`src/rtl/atpg_exhaustive_bist.sv`:
```
`timescale 1ns/1ps
// atpg_exhaustive_bist
// Exhaustive-pattern BIST controller for a combinational CUT. Walks pat_out through
// 0..2^N_IN-1, samples resp_in RESP_LAT cycles after each pattern is applied, folds every
// response into a MISR and reports signature == golden_sig when the sweep completes.
//
//   state  | meaning
//   IDLE   | waiting for start; pattern/signature cleared
//   RUN    | current pattern applied (capture here when RESP_LAT=0)
//   WAIT   | waiting RESP_LAT cycles for the CUT response to settle
//   DONE   | sweep complete; pattern, signature and pass held
module atpg_exhaustive_bist #(
   parameter int                N_IN      = 15,
   parameter int                N_OUT     = 2,
   parameter int                SIG_W     = 16,
   parameter logic [SIG_W-1:0]  MISR_POLY = 16'h100B,
   parameter int                RESP_LAT  = 0
) (
   input  logic              clk,
   input  logic              rst_n,
   input  logic              start,
   input  logic              abort,
   input  logic [SIG_W-1:0]  golden_sig,
   input  logic [N_OUT-1:0]  resp_in,
   output logic [N_IN-1:0]   pat_out,
   output logic              busy,
   output logic              done,
   output logic              pass,
   output logic [SIG_W-1:0]  signature
);

   typedef enum logic [1:0] {
      S_IDLE = 2'd0,
      S_RUN  = 2'd1,
      S_WAIT = 2'd2,
      S_DONE = 2'd3
   } state_t;

   localparam logic [3:0] LAT_TC = 4'(RESP_LAT);

   state_t            r_state;
   state_t            w_state_nxt;
   logic [N_IN-1:0]   r_pat;
   logic [N_IN-1:0]   w_pat_nxt;
   logic [SIG_W-1:0]  r_sig;
   logic [SIG_W-1:0]  w_sig_nxt;
   logic [SIG_W-1:0]  w_sig_upd;
   logic [SIG_W-1:0]  w_resp_ext;
   logic [3:0]        r_lat;
   logic [3:0]        w_lat_nxt;
   logic              r_busy;
   logic              r_done;
   logic              r_pass;
   logic              w_pass_nxt;
   logic              w_capture;
   logic              w_pat_last;

   assign w_resp_ext = SIG_W'(resp_in);
   assign w_sig_upd  = {r_sig[SIG_W-2:0], 1'b0}
                     ^ (r_sig[SIG_W-1] ? MISR_POLY : '0)
                     ^ w_resp_ext;
   assign w_pat_last = &r_pat;

   // Next-state, capture/advance and pass decision.
   always_comb begin
      w_state_nxt = r_state;
      w_pat_nxt   = r_pat;
      w_sig_nxt   = r_sig;
      w_lat_nxt   = r_lat;
      w_pass_nxt  = 1'b0;
      w_capture   = 1'b0;
      case (r_state)
         S_IDLE: begin
            if (start) begin
               w_state_nxt = S_RUN;
               w_pat_nxt   = '0;
               w_sig_nxt   = '0;
               w_lat_nxt   = '0;
            end
         end
         S_RUN: begin
            if (abort) begin
               w_state_nxt = S_IDLE;
               w_pat_nxt   = '0;
               w_sig_nxt   = '0;
               w_lat_nxt   = '0;
            end else if (RESP_LAT == 0) begin
               w_capture = 1'b1;
            end else begin
               w_state_nxt = S_WAIT;
               w_lat_nxt   = 4'd1;
            end
         end
         S_WAIT: begin
            if (abort) begin
               w_state_nxt = S_IDLE;
               w_pat_nxt   = '0;
               w_sig_nxt   = '0;
               w_lat_nxt   = '0;
            end else if (r_lat == LAT_TC) begin
               w_capture = 1'b1;
            end else begin
               w_lat_nxt = r_lat + 4'd1;
            end
         end
         S_DONE: begin
            w_pass_nxt = r_pass;
            if (start) begin
               w_state_nxt = S_RUN;
               w_pat_nxt   = '0;
               w_sig_nxt   = '0;
               w_lat_nxt   = '0;
               w_pass_nxt  = 1'b0;
            end
         end
         default: begin
            w_state_nxt = S_IDLE;
         end
      endcase

      // One MISR update per pattern; the last pattern ends the sweep instead of wrapping.
      if (w_capture) begin
         w_sig_nxt = w_sig_upd;
         w_lat_nxt = '0;
         if (w_pat_last) begin
            w_state_nxt = S_DONE;
            w_pass_nxt  = (w_sig_upd == golden_sig);
         end else begin
            w_state_nxt = S_RUN;
            w_pat_nxt   = r_pat + N_IN'(1);
         end
      end
   end

   // FSM state register.
   always_ff @(posedge clk or negedge rst_n) begin
      if (!rst_n) begin
         r_state <= S_IDLE;
      end else begin
         r_state <= w_state_nxt;
      end
   end

   // Datapath and status flags, registered so outputs come straight from flops.
   always_ff @(posedge clk or negedge rst_n) begin
      if (!rst_n) begin
         r_pat  <= '0;
         r_sig  <= '0;
         r_lat  <= '0;
         r_busy <= 1'b0;
         r_done <= 1'b0;
         r_pass <= 1'b0;
      end else begin
         r_pat  <= w_pat_nxt;
         r_sig  <= w_sig_nxt;
         r_lat  <= w_lat_nxt;
         r_busy <= (w_state_nxt == S_RUN) || (w_state_nxt == S_WAIT);
         r_done <= (w_state_nxt == S_DONE);
         r_pass <= w_pass_nxt;
      end
   end

   assign pat_out   = r_pat;
   assign signature = r_sig;
   assign busy      = r_busy;
   assign done      = r_done;
   assign pass      = r_pass;

endmodule

```
`config.mk`:
```
export PLATFORM = sky130hd
export DESIGN_NAME = atpg_exhaustive_bist
export DESIGN_NICKNAME = d
export VERILOG_FILES = /design/src/rtl/atpg_exhaustive_bist.sv
export SDC_FILE = /design/constraint.sdc
export NUM_CORES = 1
export LEC_CHECK = 0
export CORE_UTILIZATION = 50
export DETAILED_ROUTE_END_ITERATION = 8
export GPL_ROUTABILITY_DRIVEN = 1
export HOLD_SLACK_MARGIN = 0.02
export PLACE_DENSITY = 0.79
export SYNTH_ARGS = -nofsm -noshare
export SYNTH_HDL_FRONTEND = slang
export SYNTH_SLANG_ARGS = --single-unit
```
`constraint.sdc`:
```
create_clock -name clk -period 3.1 [get_ports clk]
set_input_delay 0.775 -clock clk [delete_from_list [all_inputs] [get_ports clk]]
set_output_delay 0.775 -clock clk [all_outputs]
set_load 0.005 [all_outputs]
```
==> flow_summary.html <==
<table>
<tr><th>Metric</th><th>Value</th></tr>
<tr><th colspan="2">Synthesis</th></tr>
<tr><td>Area share of the largest cell type after synthesis</td><td>0.449</td></tr>
<tr><td>Ys async rst share</td><td>1.00</td></tr>
<tr><td>Post-Syn Nets</td><td>about 270</td></tr>
<tr><td>Library cell occupying the most area in the post-synthesis netlist</td><td>sky130_fd_sc_hd__dfrtp_1</td></tr>
<tr><td>Synthesized instance count</td><td>between 200 and 250</td></tr>
<tr><td>Netlist Area Pre-Place</td><td>between 0.002 and 0.0025 mm²</td></tr>
<tr><td>Leading post-synthesis cells by cell area</td><td>sky130_fd_sc_hd__dfrtp_1 45%, sky130_fd_sc_hd__xnor2_1 7.9%, sky130_fd_sc_hd__nand2_1 6.1%</td></tr>
<tr><td>Most used DFF post-synth</td><td>sky130_fd_sc_hd__dfrtp_1</td></tr>
<tr><td>Average cell area after synthesis</td><td>9.36 µm²</td></tr>
<tr><td>Post-synthesis sequential area ratio</td><td>0.449</td></tr>
<tr><td>Number of synthesized register bits</td><td>40</td></tr>
<tr><td>Top cells by instance count after synthesis</td><td>40 x sky130_fd_sc_hd__dfrtp_1, 36 x sky130_fd_sc_hd__nand2_1, 26 x sky130_fd_sc_hd__nand3_1, 20 x sky130_fd_sc_hd__xnor2_1, 19 x sky130_fd_sc_hd__o21ai_0</td></tr>
<tr><td>Post-synth EDFFs</td><td>0</td></tr>
<tr><td>Cell with the most instances after synthesis</td><td>sky130_fd_sc_hd__dfrtp_1</td></tr>
<tr><td>Yosys cell types</td><td>43</td></tr>
<tr><td>Ys Warns</td><td>0</td></tr>
<tr><th colspan="2">Worst setup path</th></tr>
<tr><td>Critical path start-end classification</td><td>reg -&gt; reg</td></tr>
<tr><td>Worst path required time</td><td>around 3300 ps</td></tr>
<tr><td>Destination of the worst register-to-register timing path</td><td>pat_out[11]$_DFF_PN0_</td></tr>
<tr><td>Beginning of the worst register-to-register path</td><td>r_state[0]$_DFF_PN0_</td></tr>
<tr><td>Data arrival, critical path</td><td>~2600 ps</td></tr>
<tr><td>Critical Path Source Type</td><td>register</td></tr>
<tr><td>Max FO, Critical Path</td><td>19</td></tr>
<tr><td>Kind of end point of the critical path</td><td>register</td></tr>
<tr><td>Worst r2r path cells</td><td>7</td></tr>
<tr><td>Flop2flop setup slack</td><td>about 700 ps</td></tr>
<tr><th colspan="2">Finish</th></tr>
<tr><td>Non-filler cells in the finished layout</td><td>roughly 340</td></tr>
<tr><td>ANT cells</td><td>0</td></tr>
<tr><td>Fraction of final layout cells with drive strength greater than 1</td><td>0.0782</td></tr>
<tr><td>Final-stage net count</td><td>322</td></tr>
<tr><td>Post-route cell area</td><td>between 0.002 and 0.003 mm²</td></tr>
<tr><td>Synth-to-layout area growth</td><td>31.7%</td></tr>
<tr><td>Post-route core utilization</td><td>0.708</td></tr>
<tr><td>Filler Cell Count</td><td>approximately 340</td></tr>
<tr><th colspan="2">Route</th></tr>
<tr><td>Vias per std cell</td><td>~5.6</td></tr>
<tr><td>Number of remaining DRC errors</td><td>0</td></tr>
<tr><td>Violation count after the first detailed-routing iteration</td><td>27</td></tr>
<tr><td>Detailed-routing iteration count for the pre-antenna-repair pass</td><td>4</td></tr>
<tr><td>Average detailed-routed wire length per instance</td><td>14.6 µm</td></tr>
<tr><td>Final Routed Wirelength</td><td>a little over 5000 µm</td></tr>
<tr><td>DR vias</td><td>around 1,900</td></tr>
<tr><td>ANT nets after route</td><td>0</td></tr>
<tr><th colspan="2">CTS</th></tr>
<tr><td>TritonCTS clock tree</td><td>done</td></tr>
<tr><td>Clk root buf</td><td>sky130_fd_sc_hd__clkbuf_8</td></tr>
<tr><td>Number of clock sinks seen by CTS</td><td>40</td></tr>
<tr><td>Post-CTS Hold Buffers</td><td>0</td></tr>
<tr><td>Post_cts resized</td><td>0</td></tr>
<tr><td>Clock transition at path regs</td><td>80 ps</td></tr>
<tr><td>Skew-Pair Late Insertion Delay</td><td>roughly 300 ps</td></tr>
<tr><td>Post-CTS setup repair buffer count</td><td>0</td></tr>
<tr><td>Inserted Clock Buffers</td><td>5</td></tr>
<tr><td>Maximum level of the CTS H-tree</td><td>2</td></tr>
<tr><td>Longest Clk Path Bufs</td><td>2</td></tr>
<tr><th colspan="2">Global routing</th></tr>
<tr><td>Via count of the first global-routing pass</td><td>between 1,500 and 2,000</td></tr>
<tr><td>First-pass GRT wire length</td><td>around 8000 µm</td></tr>
<tr><td>Global Route Usage Sum</td><td>0.231</td></tr>
<tr><td>Total grt overflow</td><td>0</td></tr>
<tr><td>Initial antenna violation count</td><td>0</td></tr>
<tr><td>Pin count of the biggest net entering global routing</td><td>just over 40</td></tr>
<tr><th colspan="2">Floorplanning</th></tr>
<tr><td>Floorplan die height</td><td>between 60 and 70 µm</td></tr>
<tr><td>Row Count</td><td>23</td></tr>
<tr><td>I/O pin count</td><td>56</td></tr>
<tr><td>Initial cell density of the core</td><td>0.538</td></tr>
<tr><td>DIE AREA</td><td>between 0.004 and 0.005 mm²</td></tr>
<tr><td>Placeable core region</td><td>0.00414 mm²</td></tr>
<tr><td>Die extent in x</td><td>around 69 µm</td></tr>
<tr><th colspan="2">Timing</th></tr>
<tr><td>Shortest period the worst path allows</td><td>2400 ps</td></tr>
<tr><td>Slew at the pin closest to its max-slew limit</td><td>between 800 and 900 ps</td></tr>
<tr><td>Setup TNS</td><td>0 ps</td></tr>
<tr><td># setup viols final</td><td>0</td></tr>
<tr><td>Share of the clock period used by the worst path</td><td>0.773</td></tr>
<tr><td>FMAX</td><td>417 MHz</td></tr>
<tr><td>Number of hold violations in the final report</td><td>0</td></tr>
<tr><td>Number of pins with negative max-slew slack in the final report</td><td>0</td></tr>
<tr><td>Worst slew margin</td><td>0.418</td></tr>
<tr><td>Setup repair after global routing missed its margin</td><td>no</td></tr>
<tr><td>Final worst clock skew</td><td>around 9.7 ps</td></tr>
<tr><th colspan="2">Status</th></tr>
<tr><td>Outcome</td><td>complete, no violations</td></tr>
<tr><th colspan="2">Placement</th></tr>
<tr><td>Total half-perimeter wirelength after legalization and detailed placement</td><td>3580 µm</td></tr>
<tr><td>Cells after DPL</td><td>around 340</td></tr>
<tr><td>Port buffer count</td><td>between 50 and 60</td></tr>
<tr><td>Post-placement cell area</td><td>between 0.002 and 0.003 mm²</td></tr>
<tr><td>Routability Congestion</td><td>0.779</td></tr>
<tr><th colspan="2">Flow run</th></tr>
<tr><td>Maximum Capacitance Violations</td><td>0</td></tr>
<tr><th colspan="2">Hold path</th></tr>
<tr><td>Number of stages on the worst hold path</td><td>1</td></tr>
<tr><td>Hold_sp</td><td>r_lat[3]$_DFFE_PN0P_</td></tr>
<tr><td>Worst min-delay path endpoint</td><td>r_lat[3]$_DFFE_PN0P_</td></tr>
<tr><td>Worst min-delay path category</td><td>reg -&gt; reg</td></tr>
<tr><th colspan="2">Power</th></tr>
<tr><td>Worst IR Drop VDD</td><td>roughly 320 µV</td></tr>
<tr><td>Leakage</td><td>between 1 and 1.5 nW</td></tr>
<tr><td>Pwr dens</td><td>507 mW/mm²</td></tr>
</table>
[layout by cell type, fill, tap and decap left out, types with 2 or more instances in the layout]
cell type                         synthesis  final
sky130_fd_sc_hd__nor2_1                   8      8
sky130_fd_sc_hd__a31oi_1                  2      2
sky130_fd_sc_hd__xnor2_1                 20     20
sky130_fd_sc_hd__a22o_1                   3      3
sky130_fd_sc_hd__inv_1                    7      7
sky130_fd_sc_hd__a21o_1                   3      3
sky130_fd_sc_hd__o21ai_0                 19     19
sky130_fd_sc_hd__dfrtp_1                 40     40
sky130_fd_sc_hd__clkbuf_8                 0      6
sky130_fd_sc_hd__xor2_1                   2      2
sky130_fd_sc_hd__o211ai_1                 2      2
sky130_fd_sc_hd__nor3b_1                  2      2
sky130_fd_sc_hd__mux2_2                   2      2
sky130_fd_sc_hd__nor3_1                   7      7
sky130_fd_sc_hd__clkdlybuf4s50_1          0     54
sky130_fd_sc_hd__a21oi_1                  7      7
sky130_fd_sc_hd__o31ai_1                  2      2
sky130_fd_sc_hd__nand3_1                 26     26
sky130_fd_sc_hd__nand2_1                 36     36
sky130_fd_sc_hd__ha_1                     7      7
sky130_fd_sc_hd__nand2b_1                 3      3
sky130_fd_sc_hd__nand4_1                  6      6
sky130_fd_sc_hd__and3_1                   4      4
sky130_fd_sc_hd__o21a_1                   2      2
sky130_fd_sc_hd__buf_4                    2      3
[stage by stage]
| stage | setup WS, ps | hold WS [ps] | total power [mW] |
|---|---|---|---|
| 3_3_place_gp | 585 | 500 | 1.03 |
| 3_5_place_dp | 563 | 508 | 1.04 |
| 6_report | 703 | 522 | 1.49 |
| 4_1_cts | 726 | 525 | 1.49 |
| 2_1_floorplan | 1200 | 479 | 0.872 |
| 5_1_grt | 577 | 562 | 1.56 |
[report_power, final]
part           total (mW)  switching (mW)  leakage [nW]  internal, mW
combinational       0.418           0.230         0.651         0.188
sequential          0.612          0.0508         0.553         0.561
clock               0.457           0.193        0.0614         0.263
[cells by family after synthesis]
| family | share of synthesized area |
|---|---|
| and+or+nand+nor | 0.252 |
| AOI/OAI and AO/OA | 0.125 |
| DFF | 0.449 |
| xor gates and xnor gates | 0.0865 |
| buffers and inverters | 0.0342 |
| adders and majority gates | 0.0393 |
| muxes | 0.0146 |
[routing by layer]
metal | vias to the layer above | GRT usage | part of all wire
met5 | - | 0 | 0
met3 | 10 | 0.0362 | 0.023
met2 | 32 | 0.397 | 0.50
li1 | 942 | - | -
met1 | 948 | 0.285 | 0.46
met4 | 0 | 0.0995 | 0.018
[state kept, by name (all words and copies together) (netlist names)]
signal / flops
busy: 1
r_state: 2
pass: 1
signature: 16
r_lat: 4
pat_out: 15
done: 1
[critical path, stage by stage (launching register included)]
cell	delay (ps)
sky130_fd_sc_hd__dfrtp_1	430
sky130_fd_sc_hd__inv_1	70
sky130_fd_sc_hd__ha_1	210
sky130_fd_sc_hd__and4bb_2	260
sky130_fd_sc_hd__o21ai_2	560
sky130_fd_sc_hd__nor2_2	250
sky130_fd_sc_hd__and3_1	240
sky130_fd_sc_hd__a211o_1	260
[layout make-up]
cell class | count | area [µm²] | share of cell area
clock buffer | 6 | 82.6 | 0.0281
clock inverter | 2 | 38.8 | 0.0132
inverter | 7 | 26.3 | 0.00896
multi-input combinational | 181 | 1150 | 0.394
sequential | 40 | 1000 | 0.341
tap | 50 | 62.6 | 0.0213
timing repair buffer | 58 | 568 | 0.194
[worst max path at each step]
stage / start / end / depth (start not counted) / slack, ps
2_1_floorplan: r_state[0]$_DFF_PN0_ / busy$_DFF_PN0_ / 7 / 1200
3_3_place_gp: abort / pat_out[11]$_DFF_PN0_ / 6 / 590
3_5_place_dp: abort / pat_out[11]$_DFF_PN0_ / 6 / 560
4_1_cts: r_state[0]$_DFF_PN0_ / pat_out[11]$_DFF_PN0_ / 7 / 730
5_1_grt: r_state[0]$_DFF_PN0_ / pat_out[11]$_DFF_PN0_ / 7 / 580
6_report: r_state[0]$_DFF_PN0_ / pat_out[11]$_DFF_PN0_ / 7 / 700
(Power assumes the default switching activity.)
==> patch, RTL diff (config.mk and constraints unchanged) <==
Change the parameter `RESP_LAT` from 0 to 1. Comments in the files are not updated.
--- a/src/rtl/atpg_exhaustive_bist.sv
+++ b/src/rtl/atpg_exhaustive_bist.sv
@@ -16,3 +16,3 @@
    parameter logic [SIG_W-1:0]  MISR_POLY = 16'h100B,
-   parameter int                RESP_LAT  = 0
+   parameter int                RESP_LAT  = 1
 ) (
Behaviour: not the same (a bounded check fails within 4 cycles, from zero or initial values and one cycle with rst_n low).
==> patch against the original RTL <==
Global-route usage is 0.14 points lower; total power fell by 7.4%; critical path type is now in -> reg; register-to-register slack gained 270 ps; final area down 0.64%; routed wire length fell by 2.8%; setup slack worse by 15 ps; sequential power shrank 4.7%; final cell count is 1.5% higher; count of clock-buffer cells in the layout shrank 1; synthesized area is 0.95% lower; sequential cell count unchanged.
==> patch: results (changes against the original RTL) <==
| Metric | Value |
|---|---|
| First-pass GRT wire length | `7.75 mm (-2.2%)` |
| Area contributors post-synth | `dfrtp_1, xnor2_1, nand2_1` |
| Share of cells above drive strength 1 | `0.0736 (-0.00465)` |
| Status | `finished, final reports clean` |
| R2R Path End | `busy` |
| Yosys cell types | `39 (-9.3%)` |
| Final #Nets | `327 (+1.6%)` |
| Maximum VDD drop | `348 uV (+8.5%)` |
| GR Util All Layers | `0.229 (-0.00142)` |
| Initial DRC count | `99 (+270%)` |
| Clk_skew | `10.2 ps (+0.501 ps)` |
| Post-Place Cells | `341 (+1.5%)` |
| Worst-path fanout max | `10 (-9)` |
| Avg WL per Cell | `14.0 um (-4.2%)` |
| Post-synthesis sequential area ratio | `0.454 (+0.00433)` |
| Pre-CTS setup slack | `399 ps (-164 ps)` |
| Synth top cells by count | `dfrtp_1, nand2_1, nand3_1, xnor2_1, o21ai_0` |
| Seq. cell area | `1000 sq um (unchanged)` |
| Drt first pass iters | `5 (+1)` |
| Internal Dissipation | `0.958 mW (-5.3%)` |
| Cell Area, Placed | `2800 sq um (-0.31%)` |
| Syn_area_per_cell | `9.08 sq um (-3.0%)` |
| Via density | `5.52 (-1.8%)` |
| HPWL Detailed | `3.57 mm (-0.24%)` |
| Detailed Route WL | `4.89 mm (-2.8%)` |
| Max stage delay on crit path | `470 ps (-90 ps)` |
| Static leakage | `1.22 nW (-3.9%)` |
| CP max stage cell | `clkdlybuf4s50_1` |
| Placer Congestion | `0.869 (+12%)` |
| Worst-margin pin slew | `857 ps (-17.0 ps)` |
patch: cell count changes in the layout (fill, tap and decap cells not counted), sizes merged, moves of 3 or more:
cell,delta
a21o,-3
a22o,-3
mux2i,+3
nand2,+4
nor2,+3
nor3,-4
patch: worst max path at each step:
stage                from     endpoint  slack (ps)
floorplan           abort         busy        1040
detailed placement  abort  pat_out[10]         400
global route        abort  pat_out[10]         530
global placement    abort   pat_out[0]         480
finish              abort  pat_out[10]         690
CTS                 abort  pat_out[10]         720
patch: power by group through the flow:
| stage | logic, mW | clock network (mW) | registers [mW] |
|---|---|---|---|
| detailed placement | 0.375 | 0 | 0.594 |
| global placement | 0.370 | 0 | 0.592 |
| CTS | 0.375 | 0.430 | 0.583 |
| global route | 0.423 | 0.452 | 0.589 |
| finish | 0.373 | 0.420 | 0.583 |
| floorplan | 0.230 | 0 | 0.592 |
patch: worst reg2reg max path, cell delays in order (launching register included):
cell	delay, ps
dfrtp_1	380
inv_1	70
ha_1	350
nor2b_1	450
nor2b_1	200
o21ai_0	90
a21oi_1	210
ha_1	270
patch: cell families (layout without fill, tap and decap cells):
family,after synthesis,count (layout),synth area share
flip-flops,40,40,0.454
buffers and inverters,19,75,0.0340
multiplexers,5,5,0.0232
XOR/XNOR,23,23,0.0913
AO/OA/AOI/OAI,42,42,0.110
adder cells (fa/ha/maj),7,7,0.0397
AND/OR/NAND/NOR,107,107,0.248
patch: layout make-up:
class / instances / share of cell area
well taps: 50 / 0.0215
repair buffers: 59 / 0.197
clock inverters: 3 / 0.0146
flip-flops and latches: 40 / 0.343
clock buffers: 5 / 0.0236
multi-input cells: 184 / 0.389
inverters: 8 / 0.0103
patch: layer usage:
layer / GRT usage / wire length [um]
met2: 0.362 / 2330
met4: 0.0885 / 53
met3: 0.0550 / 274
met5: 0 / 0
met1: 0.302 / 2230
